$ cat src/rtl/seq_divider_10by5.sv
`default_nettype none
// ============================================================================
// Module   : seq_divider_10by5
// Purpose  : Restoring unsigned divider, one quotient bit per clock,
//            valid/ready handshake on both sides.
// Options  : SEQ_DIVIDER_DBZ_EARLY_EN - zero divisor bypasses the iteration
//            and reports dbz=1 one cycle after accept.
// Revision : 1.0 - initial release
// ============================================================================
module seq_divider_10by5 #(
    parameter int DIVIDEND_W = 10,
    parameter int DIVISOR_W  = 5
) (
    input  logic                  clk,
    input  logic                  rst,
    input  logic                  in_valid,
    output logic                  in_ready,
    input  logic [DIVIDEND_W-1:0] dividend,
    input  logic [DIVISOR_W-1:0]  divisor,
    output logic                  out_valid,
    input  logic                  out_ready,
    output logic [DIVIDEND_W-1:0] quotient,
    output logic [DIVISOR_W-1:0]  remainder,
    output logic                  dbz
);

    localparam int                 c_CNT_W = $clog2(DIVIDEND_W);
    localparam logic [c_CNT_W-1:0] c_LAST  = c_CNT_W'(DIVIDEND_W - 1);

    typedef enum logic [1:0] {
        S_IDLE = 2'd0,
        S_RUN  = 2'd1,
        S_DONE = 2'd2
    } state_t;

    state_t                  r_state;
    state_t                  w_next_state;
    logic [DIVIDEND_W-1:0]   r_dq;        // dividend shifts out the top, quotient bits shift in
    logic [DIVISOR_W-1:0]    r_divisor;
    logic [DIVISOR_W:0]      r_prem;
    logic [c_CNT_W-1:0]      r_cnt;
    logic                    w_accept;
    logic                    w_last;
    logic [DIVISOR_W+1:0]    w_shift;
    logic [DIVISOR_W:0]      w_diff;
    logic                    w_qbit;
    logic [DIVISOR_W:0]      w_prem_next;

    assign in_ready  = (r_state == S_IDLE);
    assign out_valid = (r_state == S_DONE);
    assign w_accept  = in_valid && (r_state == S_IDLE);
    assign w_last    = (r_cnt == c_LAST);

    // Comparison uses the full shifted value; the difference only matters when it fits.
    assign w_shift     = {r_prem, r_dq[DIVIDEND_W-1]};
    assign w_qbit      = (w_shift >= {2'b00, r_divisor});
    assign w_diff      = w_shift[DIVISOR_W:0] - {1'b0, r_divisor};
    assign w_prem_next = w_qbit ? w_diff : w_shift[DIVISOR_W:0];

`ifdef SEQ_DIVIDER_DBZ_EARLY_EN
    logic w_div_zero;
    logic r_dbz;
    assign w_div_zero = (divisor == '0);
    assign dbz        = r_dbz;
`else
    assign dbz = 1'b0;
`endif

    always_ff @(posedge clk) begin
        if (rst) begin
            r_state <= S_IDLE;
        end else begin
            r_state <= w_next_state;
        end
    end

    always_comb begin
        w_next_state = r_state;
        case (r_state)
            S_IDLE: begin
                if (w_accept) begin
`ifdef SEQ_DIVIDER_DBZ_EARLY_EN
                    w_next_state = w_div_zero ? S_DONE : S_RUN;
`else
                    w_next_state = S_RUN;
`endif
                end
            end
            S_RUN: begin
                if (w_last) begin
                    w_next_state = S_DONE;
                end
            end
            S_DONE: begin
                if (out_ready) begin
                    w_next_state = S_IDLE;
                end
            end
            default: w_next_state = S_IDLE;
        endcase
    end

    always_ff @(posedge clk) begin
        if (rst) begin
            r_dq      <= '0;
            r_divisor <= '0;
            r_prem    <= '0;
            r_cnt     <= '0;
            quotient  <= '0;
            remainder <= '0;
`ifdef SEQ_DIVIDER_DBZ_EARLY_EN
            r_dbz     <= 1'b0;
`endif
        end else begin
            case (r_state)
                S_IDLE: begin
                    if (w_accept) begin
                        r_dq      <= dividend;
                        r_divisor <= divisor;
                        r_prem    <= '0;
                        r_cnt     <= '0;
`ifdef SEQ_DIVIDER_DBZ_EARLY_EN
                        if (w_div_zero) begin
                            quotient  <= '1;
                            remainder <= dividend[DIVISOR_W-1:0];
                            r_dbz     <= 1'b1;
                        end
`endif
                    end
                end
                S_RUN: begin
                    r_dq   <= {r_dq[DIVIDEND_W-2:0], w_qbit};
                    r_prem <= w_prem_next;
                    r_cnt  <= r_cnt + 1'b1;
                    if (w_last) begin
                        quotient  <= {r_dq[DIVIDEND_W-2:0], w_qbit};
                        remainder <= w_prem_next[DIVISOR_W-1:0];
`ifdef SEQ_DIVIDER_DBZ_EARLY_EN
                        r_dbz     <= 1'b0;
`endif
                    end
                end
                default: ;
            endcase
        end
    end

endmodule
`default_nettype wire

$ cat config.mk
export PLATFORM = sky130hd
export DESIGN_NAME = seq_divider_10by5
export DESIGN_NICKNAME = d
export VERILOG_FILES = /design/src/rtl/seq_divider_10by5.sv
export SDC_FILE = /design/constraint.sdc
export NUM_CORES = 1
export LEC_CHECK = 0
export CORE_ASPECT_RATIO = 0.9
export CORE_UTILIZATION = 30
export DETAILED_ROUTE_END_ITERATION = 12
export REMOVE_ABC_BUFFERS = 1
export SYNTH_ARGS = -nofsm -noshare
export SYNTH_HDL_FRONTEND = slang
export SYNTH_SLANG_ARGS = --single-unit
$ cat constraint.sdc
create_clock -name clk -period 2.1 [get_ports clk]
set_clock_uncertainty 0.1 [all_clocks]
set_input_delay 0.315 -clock clk [delete_from_list [all_inputs] [get_ports clk]]
set_output_delay 0.315 -clock clk [all_outputs]
set_load 0.01 [all_outputs]
After elaboration in Yosys (flattened, before gate mapping)
Cells that the tools add are included.

storage, ports and cells
  register bits = 42
  input port bits = 19
  output and inout bits = 18
  logic and storage cells = 34

cells by class
  add/subtract/negate cells = 2
  order comparisons = 1
  eq/ne operators = 6
  multiplexer cells = 11
  reduce and logical (&&, ||, !) cells = 7

operators by type and width
  cell                 number
  $pmux 10 s2          1
  $mux 6               2
  $pmux 6 s2           1
  $mux 10              1
  $pmux 4 s2           1
  $ge 7x5->1           1
  $mux 2               3
  $pmux 2 s3           1
  $reduce_and 2->1     3
  $sub 6x5->6          1
  $add 4x1->4 const B  1
  $eq 4x4->1 const B   1
  $mux 4               1
  $ne 2x1->1 const B   2
  $reduce_and 3->1     1
  $eq 2x1->1 const B   1
  $eq 2x2->1 const B   1
  $logic_not 2->1      1
  $ne 2x2->1 const B   1
  $reduce_bool 2->1    1
  $logic_and 1x1->1    1

Depth between registers and ports, before layout
  word-level depth = 4
  mapped depth = 9
  depth with buffers taken out = 9

Least setup slack after synthesis
No wires, ideal clock.

  kind = flip-flop to flip-flop
  from = register r_divisor[4]
  to = register r_prem[4]
  setup time = 0.117 ns
  arrival = 2.036 ns
  required time = 1.883 ns
  setup slack = -0.153 ns
  cell stages (with the launch flop) = 9
  path buffers = 1
  period minus slack after synthesis = 2.253 ns
  path through = dfxtp_1 inv_1 ha_1 a2111oi_2 o21ai_2 or2_1 buf_6 mux2_4 a22o_1

on the way
  word-level cells in the longest chain between the ends = 3
  elaborated cells between the ends (all ways) = 4
  those cells by class = add/sub: 1; order compare: 1; mux: 2

ends and longest elaborated chain
  element                                           RTL line  text
  start: declaration                                39        logic [DIVISOR_W-1:0] r_divisor;
  start signal: assignment                          119       r_divisor <= divisor;
  $sub 6x5->6 / $ge 7x5->1 (equally long branches)  57, 56
  $mux 6 (*)                                        58        assign w_prem_next = w_qbit ? w_diff : w_shift[DIVISOR_W:0];
  $pmux 6 s2 (*)                                    115       case (r_state)
  end signal: assignment                            133       r_prem <= w_prem_next;
  end: declaration                                  40        logic [DIVISOR_W:0] r_prem;

Mark *: on every way between the ends. The rest lies on a longest branch, timed or not.
A chain may end at the register's enable or synchronous reset.

Worst setup path in the final report
  from = register r_dq[9]
  to = register remainder[4]

on the way
  word-level cells in the longest chain between the ends = 2
  elaborated cells between the ends (all ways) = 3
  those cells by class = add/sub: 1; order compare: 1; mux: 1

ends and longest elaborated chain
  element                                           RTL line  text
  start: declaration                                38        logic [DIVIDEND_W-1:0] r_dq;
  start signal: assignment                          118       r_dq <= dividend;
  start signal: assignment                          132       r_dq <= {r_dq[DIVIDEND_W-2:0], w_qbit};
  $sub 6x5->6 / $ge 7x5->1 (equally long branches)  57, 56
  $mux 6 (*)                                        58
  end signal: assignment                            137       remainder <= w_prem_next[DIVISOR_W-1:0];
  end: declaration                                  23        output logic [DIVISOR_W-1:0] remainder,

Marks and branches as above.

==> impl_metrics.csv <==
group,metric,value,unit
run_status,outcome,"finished, final reports clean",
routing,route.vias.total,1806,
floorplan,initial_utilization,31.5,%
global_route,total_global_routing_overflow,0,
setup_path,timing_worst_setup_path_type,"reg -> reg",
routing,count_of_nets_left_with_antenna_violations_after_detail_routing,0,
global_route,initial_antenna_violation_count,0,
placed_design,detail_placement_hpwl,3390,um
synthesis,syn_avg_cell_area,8.04,um2
floorplan,top_level_ports,37,
job,drv_cap,0,
floorplan,floorplan.rows,27,
power,clock_power_share,29.5,%
hold_path,hold_class,"reg -> reg",
power,p_switching,0.638,mW
power,cellPowerDensity,807,nW/um2
floorplan,height_of_the_die,78.4,um
synthesis,postSynth.topFlopCell,"sky130_fd_sc_hd__dfxtp_1",
clocking,cts.clk_slew.worst_paths,0.09,ns
routing,drt-initial-drc-count,66,
floorplan,die_width,86.9,um
global_route,grt_total_usage,14.7,%
timing,period_minus_slack,2.03,ns
timing,setup_viol_count_final,0,
clocking,h-tree-depth,2,
power,vdd_ir_drop_max,0.000348,V
global_route,wire_length_of_the_first_global_routing_pass,7760,um
layout,fin_cells,379,
routing,routedWlPerCell,12.8,um
routing,post_detailed_routing_wire_length,4850,um
synthesis,netlist_area,1950,um2
layout,drive_gt1_share,16.4,%
synthesis,yosys_register_bits,42,
timing,final-hold-violation-count,0,
global_route,largest_net_degree_at_the_start_of_global_routing,27,
setup_path,critPathRequiredTime,2.20,ns
clocking,cts_buffer_depth,2,
synthesis,synth-edff-count,0,
clocking,holdBufCountCts,0,
timing,max_clock_freq,493,MHz
clocking,tritoncts_num_sinks,42,
setup_path,critical_path.startpoint_type,"register",
placed_design,gp_congestion,0.836,
power,cell_int_power,1.52,mW
clocking,cts-buffers-inserted,5,
routing,vias_per_cell,4.77,
routing,drc,0,
setup_path,worst_path_arrival_time,2.13,ns
layout,diodes,0,
power,power.combinational.fraction,29.4,%
layout,design.final.nets,319,
floorplan,core_area,6180,um2
timing,maxSlewViolCount,0,
global_route,vias_in_the_first_global_route,1625,
placed_design,post_dp_cell_area,2480,um2
timing,setup-tns-final,0,ns
placed_design,io_buffers,35,
synthesis,ys_seq_area_share,43.2,%
routing,first_pass_iters,4,
power,swShare,29.5,%
placed_design,dpl.cell_count,368,
setup_path,endpoint_kind,"register",
synthesis,netlist-cell-type-count,42,
timing,final_min_period_over_clock_period,96.7,%
power,power.leakage,0.998,nW
floorplan,dieArea,6810,um2
synthesis,synthesis.yosys.warnings,0,
layout,syn2layout_area_growth,37.7,%
clocking,later_pin_clock_latency_in_the_skew_report,0.30,ns
setup_path,path_max_fanout,4,
synthesis,syn_inst,242,
synthesis,async_flop_share,0,%
layout,design_area,2680,um2
power,share_seq_of_total_power,41.2,%
clocking,clockRootBuffer,"sky130_fd_sc_hd__clkbuf_8",
clocking,clock_tree_from_tritoncts,"built",
==> synthesized netlist by cell type, types with 2 or more instances <==
| cell type | count | area (um2) |
|---|---|---|
| sky130_fd_sc_hd__or2_2 | 2 | 12.5 |
| sky130_fd_sc_hd__o211ai_1 | 3 | 22.5 |
| sky130_fd_sc_hd__dfxtp_1 | 42 | 841 |
| sky130_fd_sc_hd__a21oi_1 | 21 | 105 |
| sky130_fd_sc_hd__clkbuf_1 | 10 | 37.5 |
| sky130_fd_sc_hd__nor2b_1 | 2 | 12.5 |
| sky130_fd_sc_hd__o21a_1 | 2 | 15.0 |
| sky130_fd_sc_hd__nand2_1 | 59 | 221 |
| sky130_fd_sc_hd__a211oi_1 | 5 | 37.5 |
| sky130_fd_sc_hd__nor3_1 | 2 | 10.0 |
| sky130_fd_sc_hd__nand3_1 | 3 | 15.0 |
| sky130_fd_sc_hd__inv_1 | 9 | 33.8 |
| sky130_fd_sc_hd__nor2_1 | 28 | 105 |
| sky130_fd_sc_hd__ha_1 | 8 | 100 |
| sky130_fd_sc_hd__o21ai_0 | 5 | 25.0 |
| sky130_fd_sc_hd__xnor2_1 | 2 | 17.5 |
| sky130_fd_sc_hd__a22o_1 | 2 | 17.5 |
| sky130_fd_sc_hd__a311oi_1 | 10 | 87.6 |
| sky130_fd_sc_hd__nand2b_1 | 4 | 25.0 |
==> per-layer routing <==
metal  global-route usage (%)  part of all wire [%]  up-vias
li1                         -                     -      928
met1                     19.9                    48      835
met2                     23.1                    47       34
met3                     3.26                   4.1        9
met4                     4.50                   1.1        0
met5                        0                     0        -
==> path summary, 6_finish.rpt <==
check | start | end | slack, ns | cells after the start
worst max-delay path | r_dq[9] | remainder[4] | 0.07 | 8
worst min-delay path | remainder[2] | remainder[2] | 0.35 | 2
worst max register to register | r_dq[9] | remainder[4] | 0.07 | 8
worst min register to register | remainder[2] | remainder[2] | 0.35 | 2
==> stage by stage <==
| stage | utilization [%] | power, mW | setup WS (ns) | hold slack [ns] |
|---|---|---|---|---|
| 3_5_place_dp | 40.2 | 1.46 | -0.0965 | 0.345 |
| 2_1_floorplan | - | 1.23 | -0.121 | 0.284 |
| 5_1_grt | 43.3 | 2.28 | -0.0197 | 0.378 |
| 3_3_place_gp | 40.2 | 1.46 | -0.0375 | 0.342 |
| 6_report | 43.3 | 2.16 | 0.0700 | 0.354 |
| 4_1_cts | 42.5 | 2.12 | 0.00321 | 0.356 |
==> registers in the layout (all words and copies together) (netlist names) <==
| signal | count |
|---|---|
| remainder | 5 |
| quotient | 10 |
| r_dq | 10 |
| r_cnt | 4 |
| r_prem | 6 |
| r_state | 2 |
| r_divisor | 5 |
==> critical path, stage by stage, from the launching register on <==
cell and delay (ns):
sky130_fd_sc_hd__dfxtp_2 0.34, sky130_fd_sc_hd__inv_2 0.05, sky130_fd_sc_hd__buf_4 0.12, sky130_fd_sc_hd__ha_1 0.19
sky130_fd_sc_hd__nand2b_1 0.19, sky130_fd_sc_hd__a211oi_2 0.26, sky130_fd_sc_hd__or2_4 0.19, sky130_fd_sc_hd__mux2_4 0.31
sky130_fd_sc_hd__o21a_1 0.18
==> final cells by class <==
type                       instances  area (um2)
clock inverter                     3        40.0
multi-input combinational        178        1070
sequential                        42         846
timing repair buffer              55         513
clock buffer                       5        68.8
tap                               87         109
inverter                           9        33.8
fill                             630        3500
==> power by group through the flow <==
stage          clock network, mW  logic [mW]  registers, mW
4_1_cts                    0.641       0.598          0.885
2_1_floorplan                  0       0.338          0.890
5_1_grt                    0.683       0.697          0.896
3_5_place_dp                   0       0.559          0.901
3_3_place_gp                   0       0.555          0.900
6_report                   0.637       0.635          0.889
==> layout by cell type (no fill, tap or decap), types with 4 or more instances in the layout <==
cell / netlist / routed
sky130_fd_sc_hd__dfxtp_1: 42 / 38
sky130_fd_sc_hd__nand2b_1: 4 / 4
sky130_fd_sc_hd__inv_1: 9 / 7
sky130_fd_sc_hd__ha_1: 8 / 5
sky130_fd_sc_hd__clkbuf_8: 0 / 5
sky130_fd_sc_hd__nor2_1: 28 / 28
sky130_fd_sc_hd__a21oi_1: 21 / 20
sky130_fd_sc_hd__clkdlybuf4s50_1: 0 / 35
sky130_fd_sc_hd__nand2_1: 59 / 59
sky130_fd_sc_hd__a211oi_1: 5 / 4
sky130_fd_sc_hd__dfxtp_2: 0 / 4
sky130_fd_sc_hd__a311oi_1: 10 / 10
sky130_fd_sc_hd__buf_4: 1 / 19
==> logic make-up (layout without fill, tap and decap cells) <==
kind of cell	after synthesis	in the layout	synth area share (%)
AND/OR/NAND/NOR	105	105	22.5
buffers and inverters	22	72	4.82
AO/OA/AOI/OAI	58	58	20.5
other	1	1	0.193
flip-flops	42	42	43.2
multiplexers	2	2	1.29
adder cells (fa/ha/maj)	9	9	6.17
XOR/XNOR	3	3	1.35
==> repair_timing <==
item                       CTS  global route
pin swaps                    1             8
buffers inserted             0             3
setup endpoints to repair    6             7
hold endpoints to repair     0             0
gates resized for setup      5            13
Note: power is estimated with default switching activity, not from simulation.
